**src/rtl/pipelined_cpu_core.sv**
```systemverilog
`default_nettype none
// ============================================================================
// Module      : pipelined_cpu_core
// Description : Four-stage (IF, ID, EX, WB) 16-bit-instruction CPU core with a
//               DATA_W-bit datapath, an 8-entry register file, an internal
//               writable instruction memory, full operand forwarding, branch
//               flush, halt and run-gating.
// Ports       : clk, rst_n         - clock, asynchronous active-low reset
//               run                - 1 advances the pipeline, 0 freezes all state
//               prog_we/addr/data  - instruction memory write port
//               result             - value held in the EX/WB register
//               result_valid       - register-writing instruction in WB and run
//               zero_flag          - last register-writing result was zero
//               halted             - sticky, set when HALT executes
//               pc                 - current fetch address
// Revision    : 1.0 - initial release
// ============================================================================
module pipelined_cpu_core #(
    parameter int  DATA_W     = 8,
    parameter int  IMEM_DEPTH = 16,
    localparam int AW         = $clog2(IMEM_DEPTH)
) (
    input  logic              clk,
    input  logic              rst_n,
    input  logic              run,
    input  logic              prog_we,
    input  logic [AW-1:0]     prog_addr,
    input  logic [15:0]       prog_data,
    output logic [DATA_W-1:0] result,
    output logic              result_valid,
    output logic              zero_flag,
    output logic              halted,
    output logic [AW-1:0]     pc
);

    localparam int            c_sh_w    = $clog2(DATA_W);
    localparam logic [AW-1:0] c_pc_one  = AW'(1);

    localparam logic [3:0] c_op_add  = 4'd1;
    localparam logic [3:0] c_op_sub  = 4'd2;
    localparam logic [3:0] c_op_and  = 4'd3;
    localparam logic [3:0] c_op_or   = 4'd4;
    localparam logic [3:0] c_op_xor  = 4'd5;
    localparam logic [3:0] c_op_shl  = 4'd6;
    localparam logic [3:0] c_op_shr  = 4'd7;
    localparam logic [3:0] c_op_ldi  = 4'd8;
    localparam logic [3:0] c_op_beqz = 4'd9;
    localparam logic [3:0] c_op_halt = 4'd15;

    // Architectural state
    logic [15:0]       r_imem [IMEM_DEPTH];
    logic [DATA_W-1:0] r_regs [8];
    logic [AW-1:0]     r_pc;
    logic              r_halted;
    logic              r_zero;

    // IF/ID slot
    logic              r_ifid_valid;
    logic [15:0]       r_ifid_instr;
    logic [AW-1:0]     r_ifid_pc;

    // ID/EX slot
    logic              r_idex_valid;
    logic [3:0]        r_idex_op;
    logic [2:0]        r_idex_rd;
    logic [2:0]        r_idex_rs1;
    logic [2:0]        r_idex_rs2;
    logic [8:0]        r_idex_imm;
    logic [DATA_W-1:0] r_idex_a;
    logic [DATA_W-1:0] r_idex_b;
    logic [AW-1:0]     r_idex_pc;

    // EX/WB slot; the write flag already includes the slot-valid bit
    logic              r_exwb_we;
    logic [2:0]        r_exwb_rd;
    logic [DATA_W-1:0] r_exwb_result;

    logic [15:0]       w_fetch_instr;
    logic [2:0]        w_id_rs1;
    logic [2:0]        w_id_rs2;
    logic              w_wb_write;
    logic [DATA_W-1:0] w_id_a;
    logic [DATA_W-1:0] w_id_b;
    logic [DATA_W-1:0] w_ex_a;
    logic [DATA_W-1:0] w_ex_b;
    logic [c_sh_w-1:0] w_shamt;
    logic [DATA_W-1:0] w_alu;
    logic              w_alu_writes;
    logic              w_ex_writes;
    logic [DATA_W-1:0] w_ex_result;
    logic              w_ex_taken;
    logic              w_ex_halt;
    logic              w_flush;
    logic [AW-1:0]     w_branch_target;

    // ------------------------------------------------------------------
    // Instruction memory: not reset; a same-edge write is not seen by the
    // fetch of that cycle because the read is of the pre-edge contents.
    // ------------------------------------------------------------------
    always_ff @(posedge clk) begin
        if (prog_we) begin
            r_imem[prog_addr] <= prog_data;
        end
    end

    assign w_fetch_instr = r_imem[r_pc];

    // ------------------------------------------------------------------
    // ID: register read with write-through from the WB stage
    // ------------------------------------------------------------------
    assign w_id_rs1   = r_ifid_instr[8:6];
    assign w_id_rs2   = r_ifid_instr[5:3];
    assign w_wb_write = r_exwb_we & run;

    assign w_id_a = (w_wb_write && (r_exwb_rd == w_id_rs1)) ? r_exwb_result : r_regs[w_id_rs1];
    assign w_id_b = (w_wb_write && (r_exwb_rd == w_id_rs2)) ? r_exwb_result : r_regs[w_id_rs2];

    // ------------------------------------------------------------------
    // EX: forward the EX/WB result when it targets an operand register.
    // Together with the ID write-through this covers every RAW distance,
    // so the pipeline never stalls.
    // ------------------------------------------------------------------
    assign w_ex_a  = (r_exwb_we && (r_exwb_rd == r_idex_rs1)) ? r_exwb_result : r_idex_a;
    assign w_ex_b  = (r_exwb_we && (r_exwb_rd == r_idex_rs2)) ? r_exwb_result : r_idex_b;
    assign w_shamt = w_ex_b[c_sh_w-1:0];

    always_comb begin
        w_alu        = '0;
        w_alu_writes = 1'b1;
        case (r_idex_op)
            c_op_add: w_alu = w_ex_a + w_ex_b;
            c_op_sub: w_alu = w_ex_a - w_ex_b;
            c_op_and: w_alu = w_ex_a & w_ex_b;
            c_op_or:  w_alu = w_ex_a | w_ex_b;
            c_op_xor: w_alu = w_ex_a ^ w_ex_b;
            c_op_shl: w_alu = w_ex_a << w_shamt;
            c_op_shr: w_alu = w_ex_a >> w_shamt;
            c_op_ldi: w_alu = DATA_W'(r_idex_imm);
            default:  w_alu_writes = 1'b0;
        endcase
    end

    // Non-writing slots carry a zero result so the EX/WB value stays clean
    assign w_ex_writes = r_idex_valid & w_alu_writes;
    assign w_ex_result = w_ex_writes ? w_alu : '0;

    assign w_ex_taken      = r_idex_valid && (r_idex_op == c_op_beqz) && (w_ex_a == '0);
    assign w_ex_halt       = r_idex_valid && (r_idex_op == c_op_halt);
    assign w_flush         = w_ex_taken | w_ex_halt;
    // Size cast of the signed offset sign-extends, then wraps modulo depth
    assign w_branch_target = r_idex_pc + AW'($signed(r_idex_imm[5:0]));

    // ------------------------------------------------------------------
    // Pipeline, pc and status registers
    // ------------------------------------------------------------------
    always_ff @(posedge clk or negedge rst_n) begin
        if (!rst_n) begin
            r_pc          <= '0;
            r_halted      <= 1'b0;
            r_zero        <= 1'b0;
            r_ifid_valid  <= 1'b0;
            r_ifid_instr  <= '0;
            r_ifid_pc     <= '0;
            r_idex_valid  <= 1'b0;
            r_idex_op     <= '0;
            r_idex_rd     <= '0;
            r_idex_rs1    <= '0;
            r_idex_rs2    <= '0;
            r_idex_imm    <= '0;
            r_idex_a      <= '0;
            r_idex_b      <= '0;
            r_idex_pc     <= '0;
            r_exwb_we     <= 1'b0;
            r_exwb_rd     <= '0;
            r_exwb_result <= '0;
        end else if (run) begin
            // Fetch address: HALT freezes at its own address + 1
            if (w_ex_halt) begin
                r_pc <= r_idex_pc + c_pc_one;
            end else if (w_ex_taken) begin
                r_pc <= w_branch_target;
            end else if (!r_halted) begin
                r_pc <= r_pc + c_pc_one;
            end

            // IF -> ID
            if (w_flush || r_halted) begin
                r_ifid_valid <= 1'b0;
            end else begin
                r_ifid_valid <= 1'b1;
                r_ifid_instr <= w_fetch_instr;
                r_ifid_pc    <= r_pc;
            end

            // ID -> EX
            r_idex_valid <= r_ifid_valid & ~w_flush;
            r_idex_op    <= r_ifid_instr[15:12];
            r_idex_rd    <= r_ifid_instr[11:9];
            r_idex_rs1   <= w_id_rs1;
            r_idex_rs2   <= w_id_rs2;
            r_idex_imm   <= r_ifid_instr[8:0];
            r_idex_a     <= w_id_a;
            r_idex_b     <= w_id_b;
            r_idex_pc    <= r_ifid_pc;

            // EX -> WB
            r_exwb_we     <= w_ex_writes;
            r_exwb_rd     <= r_idex_rd;
            r_exwb_result <= w_ex_result;

            if (w_ex_writes) begin
                r_zero <= (w_ex_result == '0);
            end
            if (w_ex_halt) begin
                r_halted <= 1'b1;
            end
        end
    end

    // ------------------------------------------------------------------
    // Register file, written as the WB slot retires
    // ------------------------------------------------------------------
    always_ff @(posedge clk or negedge rst_n) begin
        if (!rst_n) begin
            for (int i = 0; i < 8; i++) begin
                r_regs[i] <= '0;
            end
        end else if (w_wb_write) begin
            r_regs[r_exwb_rd] <= r_exwb_result;
        end
    end

    assign result       = r_exwb_result;
    assign result_valid = w_wb_write;
    assign zero_flag    = r_zero;
    assign halted       = r_halted;
    assign pc           = r_pc;

endmodule
`default_nettype wire
```
**config.mk**
```make
export PLATFORM = sky130hd
export DESIGN_NAME = pipelined_cpu_core
export DESIGN_NICKNAME = d
export VERILOG_FILES = /design/src/rtl/pipelined_cpu_core.sv
export SDC_FILE = /design/constraint.sdc
export NUM_CORES = 1
export LEC_CHECK = 0
export BUFFER_PORTS_ARGS = -buffer_cell sky130_fd_sc_hd__buf_2
export CORE_MARGIN = 1
export CORE_UTILIZATION = 30
export CTS_BUF_LIST = sky130_fd_sc_hd__clkbuf_8 sky130_fd_sc_hd__clkbuf_16
export CTS_CLUSTER_DIAMETER = 150
export DETAILED_ROUTE_END_ITERATION = 10
export GPL_TIMING_DRIVEN = 0
export SLEW_MARGIN = 20
export SYNTH_ARGS = -nofsm -noshare
export SYNTH_HDL_FRONTEND = slang
export SYNTH_SLANG_ARGS = --single-unit
```
**constraint.sdc**
```tcl
create_clock -name clk -period 4.4 [get_ports clk]
set_clock_uncertainty 0.2 [all_clocks]
set_input_delay 0.66 -clock clk [delete_from_list [all_inputs] [get_ports clk]]
set_output_delay 0.66 -clock clk [all_outputs]
set_load 0.02 [all_outputs]
```
### Yosys cells after proc, flatten, opt, wreduce, memory -nomap -nowiden

Memories as Yosys holds them, arrays and structs flattened. A register that Yosys moved wholly into a read port is not among the register bits.
Index checks and enable logic that the tools add are counted.
Widths: inputs -> output; s select.

* memory bits (writable): 256
* input bits: 24
* memory bits (read-only): 0
* memories: 1
* register bits after elaboration: 129
* latch bits: 0
* output and inout bits: 15
* logic and storage cells: 103

* magnitude comparators: 4
* multiply operators: 0
* divide/modulo/power cells: 0
* reduce and logical (&&, ||, !) cells: 17
* bitwise gates (word level): 12
* $add $sub $neg: 5
* shifts and indexed selects: 2
* mux-type cells: 22
* equality and inequality tests: 15

Memories
* r_imem: depth 16, width 16, read ports 1, clocked after Yosys merged registers in 1, write ports 1, line 51 `logic [15:0] r_imem [IMEM_DEPTH];`

Operators by type and width (count)
* $mux 8: 10
* $bwmux 64: 1
* $pmux 8 s8: 1
* $bmux 8 s3: 2
* $demux 8 s3: 1
* $eq 4x3->1 const B: 4
* $logic_not 8->1: 2
* $eq 3x3->1: 4
* $eq 4x4->1 const B: 3
* $ge 4x4->1 const B: 3
* $mux 4: 3
* $not 3->4: 3
* $add 4x1->4 const B: 2
* $add 8x8->8: 1
* $and 8x8->8: 1
* $eq 4x2->1 const B: 2
* $logic_and 1x1->1: 8
* $or 8x8->8: 1
* $reduce_and 2->1: 4
* $reduce_or 8->1: 1
* $shl 8x3->8: 1
* $shr 8x3->8: 1
* $sub 8x8->8: 1
* $xor 8x8->8: 1
* other kinds (10): 16

### Logic depth before layout (Yosys ltp)

Gate-level depths: netlist of run 1.

* depth after elaboration: 9
* mapped depth: 18

### Worst setup path before layout of run 1

Ideal clock, no wire load.

* path kind: reg2reg
* from: register r_exwb_rd[1]
* to: register r_zero (netlist: zero_flag)
* data required time: 4.133 ns
* library setup time: 0.067 ns
* stages on the path, launching flop included: 17
* period minus slack after synthesis: 3.751 ns
* data arrival time: 3.483 ns
* slack: 0.649 ns
* path through: dfrtp_1 -> buf_4 -> xnor2_4 -> nand4_2 -> buf_4 -> buf_1 -> mux2i_1 -> xnor2_1 -> ha_1 -> o2111ai_1 -> nand4b_1 -> a21o_1 -> a21oi_1 -> xnor2_1 -> nor2_1 -> o41ai_2 -> a32o_1

* word-level cells in the longest chain between the ends: 7
* elaborated cells between the ends (all ways): 16
* those cells by class: 2 x add/sub; 2 x eq/ne; 2 x shift; 4 x mux; 3 x bitwise; 3 x reduce/logical

RTL lines
* from (decl): line 75 `logic [2:0] r_exwb_rd;`
* from (signal assigned): line 208 `r_exwb_rd <= r_idex_rd;`
* $eq 3x3->1 (on tied branches): line 123, 124
* $logic_and 1x1->1 (on tied branches): line 123, 124
* $mux 8 (on tied branches): line 123, 124
* $sub 8x8->8 (tied with other cells): line 132 `c_op_sub: w_alu = w_ex_a - w_ex_b;`
* $pmux 8 s8 *: line 130 `case (r_idex_op)`
* $mux 8 *: line 145 `assign w_ex_result = w_ex_writes ? w_alu : '0;`
* $logic_not 8->1 *: line 212 `r_zero <= (w_ex_result == '0);`
* to (signal assigned): line 212
* to (decl): line 55 `logic r_zero;`

Every way passes the cells marked *; elsewhere a longest branch is shown, timed or not.
A chain may end at the register's enable or synchronous reset.

### Worst setup path in the final report of run 1

* from: register r_exwb_rd[2]
* to: register r_zero (netlist: zero_flag)

The elaborated chain is that of the path after synthesis.

==> summary.md, run 1 <==
| Metric | Value |
|---|---|
| Worst VDD drop | 0.293 mV |
| Source-to-sink clock delay at the later pin of the worst-skew pair | 0.56 ns |
| Number of cells in the finished layout apart from fillers | 2,151 |
| Starting DRT DRC Count | 1,005 |
| Synth Warn # | 0 |
| Final weighted congestion of routability-driven global placement | 0.883 |
| Number of instances in the placed design | 2,078 |
| Register-to-register setup slack | 0.24 ns |
| Post-route clock period utilization | 94.6% |
| Number of synthesized register bits | 396 |
| Post-synth top area cell | edfxtp_1 |
| Initial antenna violation count | 1 |
| Number of failing hold endpoints at the final stage | 0 |
| Maximum level of the CTS H-tree | 2 |
| Number of detailed-route iterations in the first pass | 5 |
| Average wire per standard cell | 21.7 um |
| Count of different cell masters after synthesis | 79 |
| Sum of overflow across all layers after global routing | 0 |
| DPL Wire Length | 32,500 um |
| Summed negative setup slack over all endpoints | 0 ns |
| Final #Nets | 1,338 |
| Layout area overhead | 15.4% |
| Max Freq | 240 MHz |
| P_leak | 8.01 nW |
| Vias in the first global route | 11.3k |
| Setup-failing EPs final | 0 |
| Total track usage | 14.9% |
| Hold crit path type | in -> reg |
| Arrival @ worst endpoint | 4.44 ns |
| Dominant register cell in the synthesized netlist | edfxtp_1 |
| Sum of buffers and inverters on the critical path | 1 |
| Layout cell share with drive strength beyond 1 | 31.4% |
| Core ar. | 0.0618 sq mm |
| Max-cap violations | 0 |
| Worst hold path cell count | 1 |
| Global-route wire length before repair | 71,800 um |
| Post-synthesis net count | 1,241 |
| Area share of the largest cell type after synthesis | 40.9% |
| Worst path top cell family by delay | simple AND/OR/NAND/NOR gates |
| Top post-synthesis cells by area | edfxtp_1 41%, dfrtp_1 19%, mux4_2 14%, mux2_2 5.8%, ha_1 1.9% |
| Kind of launch point of the worst setup path | flop |
| Register area share after synthesis | 59.6% |
| Filler cell count | 5,866 |
| Number of placement rows | 91 |
| Post-Place Cell Area | 0.0203 sq mm |
| Worst Setup EP | zero_flag |
| Clock tree buffer depth | 3 |
| Share of the core filled with cells in the final layout | 35.0% |
| Number of instances in the synthesized netlist | 1,187 |
| Number of enable flip-flop cells after synthesis | 256 |
| Die Height | 252 um |
| Stages on the worst setup path | 14 |
| Via count | 11.0k |
| Unrepaired setup endpoints after global routing | false |
| Worst R2R Path Depth | 14 |
| Outcome | completed |
| Worst Setup Path Type | reg -> reg |
| Clock transition time at the flip-flop clock pins of the worst setup and hold paths | 0.07 ns |
| Number of diodes | 0 |
| IO Count | 39 |
| Sinks on Clock Net | 396 |
| CTS Root Cell | clkbuf_16 |
| Actual slew at the worst max-slew pin | 1.04 ns |
| Mean Syn Cell Area | 15.8 sq um |
| Startpoint of the most critical setup path | r_exwb_rd[2] |
| Required time at the worst-slack endpoint | 4.68 ns |
| Post-synthesis instance area | 0.0188 sq mm |
| Ys async rst share | 35.4% |
| Full die area | 0.0636 sq mm |
| Number of input and output port buffers inserted | 37 |
| Critical-path top delay cell | fa_1 |
| Total Wirelength | 46,600 um |
| Chip width | 252 um |
| Worst-path cell chain | xnor2_1 > nand4_4 > mux2i_2 > ha_1 > inv_1 > fa_1 > a21o_1 > a21oi_1 > xor2_1 > nor2_1 > a211o_1 > nor3_1 > and4_1 > a32o_1 |
| Leading post-synthesis cells by instance count | 256 x edfxtp_1, 140 x dfrtp_1, 113 x mux4_2 |
| Starting density of the core | 30.4% |
| End of the worst register-to-register path | zero_flag |
| Kind of capture point of the worst setup path | flop |
| Total power divided by cell area | 354 mW/mm^2 |
| Clock buffers created by TritonCTS | 41 |
| Post-Layout Inst Area | 0.0217 sq mm |
| Largest net degree at the start of global routing | 87 |
| Headroom to the max-slew limit | 30.2% |
| Biggest fanout along the worst timing path | 10 |
| ANT nets after route | 0 |
| Max-slew violation count | 0 |
| Reg2reg start | r_exwb_rd[2] |
| Vias per Instance | 5.09 |
| Number of design rule violations left after detail routing | 0 |
| TritonCTS clock tree | built |
| Min Clock Period, post-route | 4.16 ns |
| Leading cell type by number of instances after synthesis | edfxtp_1 |
| Longest individual stage delay on the worst path | 0.47 ns |
-- kinds of logic after synthesis --
family,after synthesis,synth area share [%]
XOR/XNOR,38,2.01
AO/OA/AOI/OAI,161,5.78
buffers and inverters,107,2.51
multiplexers,264,23.0
flip-flops,396,59.6
adder cells (fa/ha/maj),30,2.08
AND/OR/NAND/NOR,191,5.00
-- report_power, final --
part           switching, mW  internal (mW)  total (mW)
Sequential            0.0204           4.03        4.05
Combinational          0.222          0.139       0.361
Clock                   1.44           1.81        3.25
Total                   1.68           5.98        7.66
-- worst min path at each step --
stage | start | end
final | prog_data[10] | r_imem[14][10]
after global routing | prog_data[12] | r_imem[14][12]
after CTS | prog_data[11] | r_imem[13][11]
after detailed placement | r_ifid_valid | r_ifid_valid
after global placement | r_ifid_valid | r_ifid_valid
after floorplan | rst_n | halted
-- what timing repair did --
item / CTS / global route
endpoints found under the setup margin: 2 / 3
hold buffers: 1 / 0
setup buffers: 0 / 1
pin swaps: 0 / 2
endpoints found under the hold margin: 54 / 0
resized for setup: 1 / 9
-- sequential cells by signal, summed over array words and instances, names as in the netlist, 2 cells and up --
name,flops
pc,4
r_exwb_rd,3
r_idex_a,8
r_idex_b,8
r_idex_imm,4
r_idex_op,4
r_idex_pc,4
r_idex_rd,3
r_idex_rs1,3
r_idex_rs2,2
r_ifid_instr,16
r_ifid_pc,4
r_imem,256
r_regs,64
result,8
-- metal layers --
layer / up-vias / share of wire [%] / routed length, um / GRT usage [%]
li1: 4834 / - / - / -
met1: 5717 / 46 / 21200 / 21.0
met2: 343 / 48 / 22200 / 24.2
met3: 57 / 5.4 / 2520 / 2.58
met4: 2 / 1.5 / 695 / 3.00
met5: - / 0.030 / 14 / 0
-- final cells by class --
cell class / count / area [sq um] / area share (%)
well taps: 837 / 1050 / 4.83
flip-flops and latches: 396 / 11200 / 51.7
inverters: 33 / 124 / 0.572
plain buffers: 72 / 347 / 1.60
repair buffers: 56 / 420 / 1.94
clock inverters: 29 / 194 / 0.895
multi-input cells: 684 / 7280 / 33.6
clock buffers: 44 / 1070 / 4.93
-- stage by stage --
| stage | hold slack (ns) | worst slack, ns | power (mW) |
|---|---|---|---|
| after floorplan | 0.164 | 0.649 | 4.33 |
| after global placement | 0.271 | -0.0532 | 4.46 |
| after detailed placement | 0.276 | -0.0910 | 4.48 |
| after CTS | 0.265 | 0.0181 | 7.73 |
| after global routing | 0.271 | 0.0433 | 7.91 |
| final | 0.277 | 0.237 | 7.66 |
-- worst reg2reg max path, stage by stage, from the launching register on --
cell	delay (ns)
dfrtp_1	0.39
xnor2_1	0.33
nand4_4	0.31
mux2i_2	0.44
ha_1	0.24
inv_1	0.06
fa_1	0.47
a21o_1	0.20
a21oi_1	0.21
xor2_1	0.17
nor2_1	0.07
a211o_1	0.23
nor3_1	0.36
and4_1	0.26
a32o_1	0.16
-- cell usage in the layout (no fill, tap or decap), types with 11 or more instances in the layout --
master     instances
a21oi_1           30
buf_1             11
buf_2             44
buf_6             14
clkbuf_1          40
clkbuf_16         41
dfrtp_1          139
edfxtp_1         256
ha_1              28
inv_1             40
mux2_2            96
mux2_4            19
mux2i_1           27
mux4_2           113
nand2_1           61
nand3_1           14
nor2_1            36
nor3_1            13
o21ai_0           48
xnor2_1           19
xor2_1            15
No activity file was read; power rests on OpenSTA's default activity.
==> run 2, diff against run 1 <==
- CELL_PAD_IN_SITES_DETAIL_PLACEMENT: default -> 1
- CELL_PAD_IN_SITES_GLOBAL_PLACEMENT: default -> 2
- CORE_MARGIN: 1 -> default
- PLACE_DENSITY_LB_ADDON: default -> 0.1
==> run 2 against run 1 <==
Net effect: critical path depth increased by 1; wire length up 18%; critical endpoint unchanged; maximum frequency down 0.71%; sequential share of layout area is 0.93 points lower; setup slack worse by 0.030 ns; register-to-register slack worse by 0.03 ns; combinational power rose by 6.9%; highest routed layer unchanged.
==> summary.md, run 2 (same netlist as run 1, synthesis figures left out) <==
| Metric | Value |
|---|---|
| Outcome | completed |
| Kind of capture point of the worst setup path | flop |
| Post-placement setup slack | -0.479 ns |
| Most flop-heavy register | r_imem |
| Via count | 10.8k |
| Worst path top cell family by delay | compound AO/OA/AOI/OAI gates |
| Chip width | 252 um |
| Worst Setup Path Type | reg -> reg |
| Die Height | 252 um |
| Sum of overflow across all layers after global routing | 0 |
| Average wire per standard cell | 25.4 um |
| Min Clock Period, post-route | 4.19 ns |
| Actual slew at the worst max-slew pin | 1.13 ns |
| Total track usage | 17.8% |
| Final #Nets | 1,347 |
| P_leak | 8.14 nW |
| Sinks on Clock Net | 396 |
| IO Count | 39 |
| Highest routed metal layer | met5 |
| ANT nets after route | 0 |
| Registers with the most flip-flops | r_imem (256), r_regs (64), r_ifid_instr (16) |
| Met3 WL post-DR | 1610 um |
| Clock buffers created by TritonCTS | 46 |
| Required time at the worst-slack endpoint | 4.71 ns |
| Routed length on met1 | 24,800 um |
| Longest individual stage delay on the worst path | 0.49 ns |
| Max Freq | 239 MHz |
| Worst-path cell chain | buf_4 > xnor2_4 > nand4_4 > mux2i_4 > buf_4 > xnor2_1 > fa_1 > nor2b_1 > a32oi_1 > o22a_1 > o21ai_0 > a221o_1 > nor4_1 > and4_1 > a32o_1 |
| Number of placement rows | 91 |
| Total power divided by cell area | 373 mW/mm^2 |
| Worst path setup slack after routing | 0.208 ns |
| DPL Wire Length | 38,200 um |
| Most common cell after layout, fill and taps aside | edfxtp_1 |
| Commonest cells after routing, fill and taps aside | 256 x edfxtp_1, 139 x dfrtp_1, 113 x mux4_2 |
| Full die area | 0.0636 sq mm |
| TritonCTS clock tree | built |
| Layout cell share with drive strength beyond 1 | 33.4% |
| CTS Root Cell | clkbuf_16 |
| Unrepaired setup endpoints after global routing | false |
| Number of design rule violations left after detail routing | 0 |
| Most prevalent standard cell on the critical path | buf_4 |
| Setup-failing EPs final | 0 |
| Core ar. | 0.0618 sq mm |
| Critical-path top delay cell | fa_1 |
| Biggest fanout along the worst timing path | 10 |
| Combined area of the multi-input logic cells | 0.00738 sq mm |
| Global-route wire length before repair | 82,600 um |
| Number of input and output port buffers inserted | 37 |
| Clock tree buffer depth | 3 |
| Largest net degree at the start of global routing | 87 |
| Arrival @ worst endpoint | 4.50 ns |
| Number of failing hold endpoints at the final stage | 0 |
| Final weighted congestion of routability-driven global placement | 0.832 |
| Max-slew violation count | 0 |
| Filler cell count | 6,305 |
| Layout area overhead | 17.5% |
| Clock transition time at the flip-flop clock pins of the worst setup and hold paths | 0.06 ns |
| Maximum level of the CTS H-tree | 2 |
| Max-cap violations | 0 |
| Sum of buffers and inverters on the critical path | 2 |
| Vias in the first global route | 12.0k |
| Number of flip-flops under the largest register name | 256 |
| Vias per Instance | 5.00 |
| Source-to-sink clock delay at the later pin of the worst-skew pair | 0.61 ns |
| Hold crit path type | in -> reg |
| Seq. cell area | 0.0112 sq mm |
| Worst VDD drop | 0.273 mV |
| Number of diodes | 0 |
| Total Wirelength | 55,100 um |
| Starting density of the core | 30.4% |
| Number of detailed-route iterations in the first pass | 4 |
| Total length of routed met2 wires | 27,800 um |
| Kind of launch point of the worst setup path | flop |
| Initial antenna violation count | 2 |
| Summed negative setup slack over all endpoints | 0 ns |
| Starting DRT DRC Count | 758 |
| Headroom to the max-slew limit | 24.6% |
| Post-route clock period utilization | 95.3% |
==> run 2: layout make-up <==
type,count,area share [%]
clock buffers,52,5.59
well taps,837,4.75
inverters,33,0.561
flip-flops and latches,396,50.7
clock inverters,34,1.34
plain buffers,73,1.63
repair buffers,59,1.98
multi-input cells,684,33.4
==> run 2: repair_timing <==
| action | CTS | global route |
|---|---|---|
| hold buffers | 1 | 0 |
| hold endpoints to repair | 54 | 0 |
| gates resized for setup | 12 | 13 |
| pin swaps | 2 | 3 |
| setup buffers | 2 | 2 |
| endpoints found under the setup margin | 5 | 3 |
==> run 2: power by group <==
group          internal [mW]  switching (mW)  total [mW]  leakage, nW
Combinational          0.140           0.246       0.386         3.10
Clock                   2.20            1.60        3.80        0.782
Sequential              4.03          0.0215        4.05         4.25
Total                   6.37            1.87        8.24         8.14
==> run 2: worst register-to-register path, stage by stage (launching register included) <==
cell     delay, ns
dfrtp_1       0.39
buf_4         0.20
xnor2_4       0.26
nand4_4       0.17
mux2i_4       0.24
buf_4         0.24
xnor2_1       0.28
fa_1          0.49
nor2b_1       0.15
a32oi_1       0.17
o22a_1        0.18
o21ai_0       0.11
a221o_1       0.30
nor4_1        0.28
and4_1        0.28
a32o_1        0.17
==> run 2: final timing paths <==
kind	start	endpoint	slack, ns	depth (start not counted)
hold reg to reg	r_ifid_valid	r_ifid_valid	0.29	1
min in group asynchronous	rst_n	r_regs[61]	0.39	2
setup / recovery	r_exwb_rd[0]	zero_flag	0.21	15
max in group asynchronous	rst_n	r_idex_op[1]	2.72	3
setup reg to reg	r_exwb_rd[0]	zero_flag	0.21	15
hold / removal	prog_data[10]	r_imem[11][10]	0.23	1
==> run 2: routing by layer <==
metal	vias to the layer above	GRT usage (%)
met5	-	0
met4	4	4.07
met3	64	2.20
met2	159	30.9
met1	5750	23.6
li1	4864	-
==> run 2: stage by stage <==
step                      hold slack [ns]  instances  instance area [sq um]  util [%]  power [mW]
after global routing                0.221       2168                  22100      35.7        8.53
after CTS                           0.192       2167                  22000      35.6        8.37
final                               0.227       2168                  22100      35.7        8.24
after global placement              0.271       2061                  20000      32.4        4.49
after detailed placement            0.283       2078                  20400      32.9        4.51
after floorplan                     0.164       1187                  18800         -        4.33
